## src/rtl/fifo_rd_packer_if.sv

```systemverilog
// Packed-word output stream of fifo_rd_packer.
// Master drives data/keep/valid, slave returns ready.
interface fifo_rd_packer_if #(
    parameter int DATA_WIDTH = 8,
    parameter int PACK_NUM   = 4
);
    logic [DATA_WIDTH*PACK_NUM-1:0] out_data;
    logic [PACK_NUM-1:0]            out_keep;
    logic                           out_valid;
    logic                           out_ready;

    modport master (
        output out_data,
        output out_keep,
        output out_valid,
        input  out_ready
    );

    modport slave (
        input  out_data,
        input  out_keep,
        input  out_valid,
        output out_ready
    );
endinterface

```

## src/rtl/fifo_rd_packer.sv

```systemverilog
// Read-side FIFO consumer: packs PACK_NUM elements per output word,
// with partial words emitted on flush or idle timeout.
module fifo_rd_packer #(
    parameter int DATA_WIDTH = 8,
    parameter int PACK_NUM   = 4,
    parameter int CNT_WIDTH  = 3,
    parameter int TIMEOUT    = 16,
    parameter int TO_WIDTH   = 5
) (
    input  logic                  rd_clk,
    input  logic                  rd_rst_n,
    input  logic                  fifo_empty,
    input  logic [DATA_WIDTH-1:0] rd_data,
    output logic                  rd_en,
    input  logic                  flush,
    fifo_rd_packer_if.master      out
);
    localparam int WW = DATA_WIDTH * PACK_NUM;
    localparam logic [CNT_WIDTH:0] FULL_CNT = (CNT_WIDTH+1)'(PACK_NUM);
    localparam logic [TO_WIDTH-1:0] TO_MAX = TO_WIDTH'(TIMEOUT);

    logic [CNT_WIDTH-1:0] fill;
    logic                 pend;
    logic                 flush_pend;
    logic [TO_WIDTH-1:0]  to_cnt;
    logic [WW-1:0]        pack;

    logic [CNT_WIDTH:0]   occ;
    logic                 full;
    logic                 out_free;
    logic                 to_hit;
    logic                 xfer;
    logic [PACK_NUM-1:0]  keep_n;

    // occupancy counts the in-flight element so a pop never overfills
    assign occ = {1'b0, fill} + {{CNT_WIDTH{1'b0}}, pend};
    assign full = ({1'b0, fill} == FULL_CNT);
    assign rd_en = !fifo_empty && !flush_pend && (occ < FULL_CNT);
    assign out_free = !out.out_valid || out.out_ready;
    assign to_hit = (TIMEOUT != 0) && (to_cnt == TO_MAX);
    assign xfer = out_free &&
                  (full || (fill != '0 && !pend && (flush_pend || to_hit)));

    always_comb begin
        keep_n = '0;
        for (int i = 0; i < PACK_NUM; i++) begin
            keep_n[i] = ({1'b0, fill} > (CNT_WIDTH+1)'(i));
        end
    end

    always_ff @(posedge rd_clk or negedge rd_rst_n) begin
        if (!rd_rst_n) begin
            fill <= '0;
            pend <= 1'b0;
            pack <= '0;
        end else begin
            pend <= rd_en;
            if (xfer) begin
                fill <= '0;
                pack <= '0;
            end else if (pend) begin
                fill <= fill + 1'b1;
                for (int i = 0; i < PACK_NUM; i++) begin
                    if (fill == CNT_WIDTH'(i)) begin
                        pack[i*DATA_WIDTH +: DATA_WIDTH] <= rd_data;
                    end
                end
            end
        end
    end

    // a flush seen during a full-word transfer lands on the empty fill
    always_ff @(posedge rd_clk or negedge rd_rst_n) begin
        if (!rd_rst_n) begin
            flush_pend <= 1'b0;
        end else if (flush) begin
            flush_pend <= 1'b1;
        end else if (xfer || (fill == '0 && !pend)) begin
            flush_pend <= 1'b0;
        end
    end

    always_ff @(posedge rd_clk or negedge rd_rst_n) begin
        if (!rd_rst_n) begin
            to_cnt <= '0;
        end else if (rd_en || xfer || fill == '0) begin
            to_cnt <= '0;
        end else if (!full && to_cnt != TO_MAX) begin
            to_cnt <= to_cnt + 1'b1;
        end
    end

    always_ff @(posedge rd_clk or negedge rd_rst_n) begin
        if (!rd_rst_n) begin
            out.out_data  <= '0;
            out.out_keep  <= '0;
            out.out_valid <= 1'b0;
        end else if (xfer) begin
            out.out_data  <= pack;
            out.out_keep  <= keep_n;
            out.out_valid <= 1'b1;
        end else if (out.out_ready) begin
            out.out_valid <= 1'b0;
        end
    end
endmodule

```

## src/flat_wrapper.sv

```systemverilog
// flat-port wrapper written by rule: the top's interface ports become plain ports
module fifo_rd_packer_flat 
#(
    parameter int DATA_WIDTH = 8,
    parameter int PACK_NUM   = 4,
    parameter int CNT_WIDTH  = 3,
    parameter int TIMEOUT    = 16,
    parameter int TO_WIDTH   = 5
)
  (rd_clk, rd_rst_n, fifo_empty, rd_data, rd_en, flush, out_out_data, out_out_keep, out_out_valid, out_out_ready);
  fifo_rd_packer_if #(.DATA_WIDTH(DATA_WIDTH), .PACK_NUM(PACK_NUM)) out_i ();
  input  logic rd_clk;
  input  logic rd_rst_n;
  input  logic fifo_empty;
  input  logic [DATA_WIDTH-1:0] rd_data;
  output logic rd_en;
  input  logic flush;
  output wire logic [$bits(out_i.out_data)-1:0] out_out_data;
  output wire logic [$bits(out_i.out_keep)-1:0] out_out_keep;
  output wire logic [$bits(out_i.out_valid)-1:0] out_out_valid;
  input wire logic [$bits(out_i.out_ready)-1:0] out_out_ready;
  assign out_out_data = out_i.out_data;
  assign out_out_keep = out_i.out_keep;
  assign out_out_valid = out_i.out_valid;
  assign out_i.out_ready = out_out_ready;
  fifo_rd_packer #(.DATA_WIDTH(DATA_WIDTH), .PACK_NUM(PACK_NUM), .CNT_WIDTH(CNT_WIDTH), .TIMEOUT(TIMEOUT), .TO_WIDTH(TO_WIDTH)) u_core (.rd_clk(rd_clk), .rd_rst_n(rd_rst_n), .fifo_empty(fifo_empty), .rd_data(rd_data), .rd_en(rd_en), .flush(flush), .out(out_i));
endmodule
```

## config.mk

```make
export PLATFORM = sky130hd
export DESIGN_NAME = fifo_rd_packer_flat
export DESIGN_NICKNAME = d
export VERILOG_FILES = /design/src/rtl/fifo_rd_packer_if.sv /design/src/rtl/fifo_rd_packer.sv /design/src/flat_wrapper.sv
export SDC_FILE = /design/constraint.sdc
export NUM_CORES = 1
export LEC_CHECK = 0
export CELL_PAD_IN_SITES_DETAIL_PLACEMENT = 0
export CELL_PAD_IN_SITES_GLOBAL_PLACEMENT = 1
export CORE_ASPECT_RATIO = 0.75
export CORE_UTILIZATION = 46
export DETAILED_ROUTE_END_ITERATION = 6
export HOLD_SLACK_MARGIN = 0.08
export PLACE_DENSITY = 0.84
export SYNTH_ARGS = -nofsm -noshare
export SYNTH_HDL_FRONTEND = slang
export SYNTH_SLANG_ARGS = --single-unit
```

## constraint.sdc

```tcl
create_clock -name rd_clk -period 5.1 [get_ports rd_clk]
set_input_delay 1.02 -clock rd_clk [delete_from_list [all_inputs] [get_ports rd_clk]]
set_output_delay 1.02 -clock rd_clk [all_outputs]
set_load 0.005 [all_outputs]
```

Yosys cells after proc, flatten, opt, wreduce, memory -nomap -nowiden --
Index checks and enable logic that the tools add are counted.
Cells by class: add/sub/neg operators 3, order comparisons 5, eq/ne operators 6, multiplexer cells 14, reduce and logical (&&, ||, !) cells 32
Operators by type and width (number):
- $mux W32 | 2
- $mux W8 | 4
- $reduce_bool A2 Y1 | 8
- $mux W5 | 2
- $reduce_and A2 Y1 | 4
- $logic_and A1 B1 Y1 | 7
- $eq A3 B2 Y1 const B | 2
- $gt A3 B1 Y1 const B | 2
- $gt A3 B2 Y1 const B | 2
- $logic_or A1 B1 Y1 | 6
- $mux W3 | 2
- $add A5 B1 Y5 const B | 1
- $eq A5 B5 Y1 const B | 1
- $logic_not A1 Y1 | 5
- $ne A5 B5 Y1 const B | 1
- $add A3 B1 Y4 | 1
- $lt A4 B3 Y1 const B | 1
- $mux W1 | 4
- $add A3 B1 Y3 const B | 1
- $eq A3 B1 Y1 const B | 1
- $eq A3 B3 Y1 const B | 1
- $logic_not A3 Y1 | 1
- $reduce_bool A3 Y1 | 1
Storage, ports and cells: bits in registers 79, input port bits 13, output and inout bits 38, logic and storage cells 71

Logic depth before layout (Yosys ltp) --
word-level depth 8, mapped depth 8, gate-level depth less buffers 6

Worst setup path before layout --
No wires, ideal clock.
kind input to output, start point input fifo_empty, end point output rd_en, arrival time 1.508 ns, data required time 4.080 ns, setup slack 2.572 ns, stages on the path 2, buffers on the path 0, cells stage by stage or3_1 -> nor2_1
On the way: longest elaborated chain between the ends 3
RTL lines:
- start: declaration | RTL line flat_wrapper.sv:14 | input logic fifo_empty;
- $logic_not A1 Y1 | RTL line fifo_rd_packer.sv:38 | assign rd_en = !fifo_empty && !flush_pend && (occ < FULL_CNT);
- $logic_and A1 B1 Y1 (2 in a row) | RTL line fifo_rd_packer.sv:38
- end: declaration | RTL line flat_wrapper.sv:16 | output logic rd_en;
No other way between the ends.

Worst setup path after layout --
Ends and elaborated chain as after synthesis.

==> results_dict.tcl <==
set metrics [dict create \
    path_max_fanout 2 \
    wl_um 6430 \
    cts_tree "done" \
    final_cell_mix "dfrtp_1 (79), clkdlybuf4s50_1 (49), nand2_1 (39)" \
    grt_pass1_wl_um 10900 \
    worst_setup_path_end_kind "output port" \
    tightestPinTransition_ps 991 \
    synth_mux_area_share_pct 12.5 \
    setup_violations 0 \
    final_core_util_pct 59.4 \
    rrSetupSlack_ps 2530 \
    synthAdderAreaFrac_pct 2.63 \
    netlist_area_um2 3330 \
    min_path_type "reg -> reg" \
    layout.nets 355 \
    synthSimpleGateAreaFrac_pct 12.9 \
    cts-buffers-inserted 9 \
    grt_max_degree 80 \
    synth_area_leader_cell "dfrtp_1" \
    tns_ps 0 \
    place_inst 422 \
    hold_start "u_core.out.out_keep[0]" \
    drc 0 \
    final_cells 438 \
    clockBufferDepth 2 \
    arrival_ps 2400 \
    ios 51 \
    yosysTopAreaCellShare_pct 59.4 \
    hold_viol 0 \
    grt.total_usage_pct 19.1 \
    synth_top_family_by_area "simple AND/OR/NAND/NOR gates" \
    synth_area_per_cell_um2 11.6 \
    first_global_vias 2108 \
    design.die.area_um2 7580 \
    min_to "u_core.out.out_keep[0]" \
    clock_sinks 79 \
    fmaxAchievable_mhz 292 \
    holdBufCountCts 0 \
    r2r_start "u_core.fill[0]" \
    overflow 0 \
    reg2reg_depth 7 \
    final_common_cell "dfrtp_1" \
    seqCellArea_um2 1980 \
    synth-compound-area-share_pct 7.26 \
    crit_required_ps 4080 \
    num_vias 2274 \
    hold_depth 1 \
    r2r-end "u_core.out.out_data[6]" \
    antenna_found_initial 0 \
    status "completed" \
    drt_iter0_markers 181 \
    drive_gt1_share_pct 17.1 \
    leakage_nw 1.82 \
    die_w_um 100 \
    route.detailed.wl_per_inst_um 14.7 \
    fin_worst_skew_ps 8.78 \
    start_kind "input pin" \
    yosysWarningCount 0 \
    ant_nets 0 \
    clkSlewWorstSetupHoldPaths_ps 80 \
    ys_ff_latch 79 \
    ir_worst_vdd_uv 194 \
    antenna_cells 0 \
    slew_headroom_pct 33.9 \
    post-route-period-util_pct 67.1 \
    post-dp-hpwl_um 4180 \
    core_area_um2 6900 \
    fin_crit_ps 3420 \
    synth_xor_area_share_pct 1.05 \
    syn2layout_area_growth_pct 23.2 \
    rsz0062_at_grt "false" \
    synthTopCellsByArea "dfrtp_1 (59%), mux2_2 (12%), a21oi_1 (5.3%), nand3_1 (4.8%), nand2_1 (4.4%)" \
    start_util_pct 48.2 \
    multiInputGateArea_um2 1210 \
    insertion_delay_ps 350 \
    syn_nets 307 \
    path_class "in -> out" \
    gp_congestion 0.755 \
    slew_viol_final 0 \
    nFillCells 615 \
    cap_violations 0 \
    viasPerCell 5.19 \
    cts_max_level 3 \
    syn_inst 287 \
    post-cts-setup-buffers 0 \
    holdWs_ps 468 \
    ys_seq_area_share_pct 59.4 \
    root_buffer "clkbuf_8" \
    synth.distinct_cells 31 \
    ctsResizeCount 0 \
    die_h_um 75.6 \
    port_buffers 50 \
    first_pass_iters 4 \
    powerDensity_nw_per_um2 512 \
    row_count 26 \
]
[metrics by stage]
| step | cell area, µm² | total power [W] | setup slack, ps |
|---|---|---|---|
| after CTS | 4100 | 0.00212 | 1670 |
| final | 4100 | 0.00210 | 1680 |
| after floorplan | 3330 | 0.00135 | 2570 |
| after global placement | 3870 | 0.00160 | 1680 |
| after detailed placement | 3870 | 0.00161 | 1670 |
| after global routing | 4100 | 0.00224 | 1580 |
[cell usage after synthesis]
cell type and n:
dfrtp_1 79, nand2_1 39, a21oi_1 35, mux2_2 34
nand3_1 32, nor2_1 10, ha_1 7, inv_1 7
buf_6 6, clkbuf_1 5, buf_1 3, nor2b_1 3
o21ai_0 3, buf_2 2, mux2i_1 2, nand4_1 2
o21bai_1 2, xnor2_1 2, xor2_1 2, a211oi_1 1
a21o_1 1, and4bb_2 1, buf_4 1, mux2_1 1
nand3b_1 1, nor3_1 1, nor3_4 1, o221ai_1 1
o22ai_2 1, or2_2 1, or3_1 1
[power breakdown]
group	total, W	internal (W)	switching (W)
Sequential	0.000884	0.000781	0.000104
Combinational	0.000704	0.000369	0.000335
Clock	0.000511	0.000289	0.000222
Total	0.00210	0.00144	0.000660
[layer usage]
layer  wire length [µm]  vias to the layer above  track usage [%]
met5                  0                        -                0
met4                 78                        0             5.48
met1               3160                     1125             28.7
li1                   -                     1083                -
met3                349                        8             5.78
met2               2840                       58             26.7
[registers in the layout, indices dropped and copies added, names as in the netlist]
name	cells
u_core.out.out_data	32
u_core.fill	3
u_core.out.out_valid	1
u_core.flush_pend	1
u_core.pend	1
u_core.to_cnt	5
u_core.pack	32
u_core.out.out_keep	4
[critical path, cell delays in order]
cell and delay, ps:
clkdlybuf4s50_1 390, or3_1 360, nor2_1 130, clkdlybuf4s50_1 510
[final cells by class]
| cell class | instances | share of cell area [%] |
|---|---|---|
| clock buffers | 11 | 3.45 |
| multi-input cells | 184 | 29.5 |
| clock inverters | 5 | 1.99 |
| well taps | 98 | 2.99 |
| repair buffers | 54 | 13.2 |
| flip-flops and latches | 79 | 48.3 |
| inverters | 7 | 0.641 |
[how the worst max path moves through the flow]
stage,to,start
after floorplan,rd_en,fifo_empty
after global placement,rd_en,fifo_empty
after detailed placement,rd_en,fifo_empty
after CTS,rd_en,fifo_empty
after global routing,rd_en,u_core.pend
final,rd_en,fifo_empty
[cells by family after synthesis]
group,Yosys count
adder cells (fa/ha/maj),7
buffers and inverters,24
multiplexers,37
AO/OA/AOI/OAI,44
flip-flops,79
XOR/XNOR,4
AND/OR/NAND/NOR,92
Power figures use the tool's default switching activity.
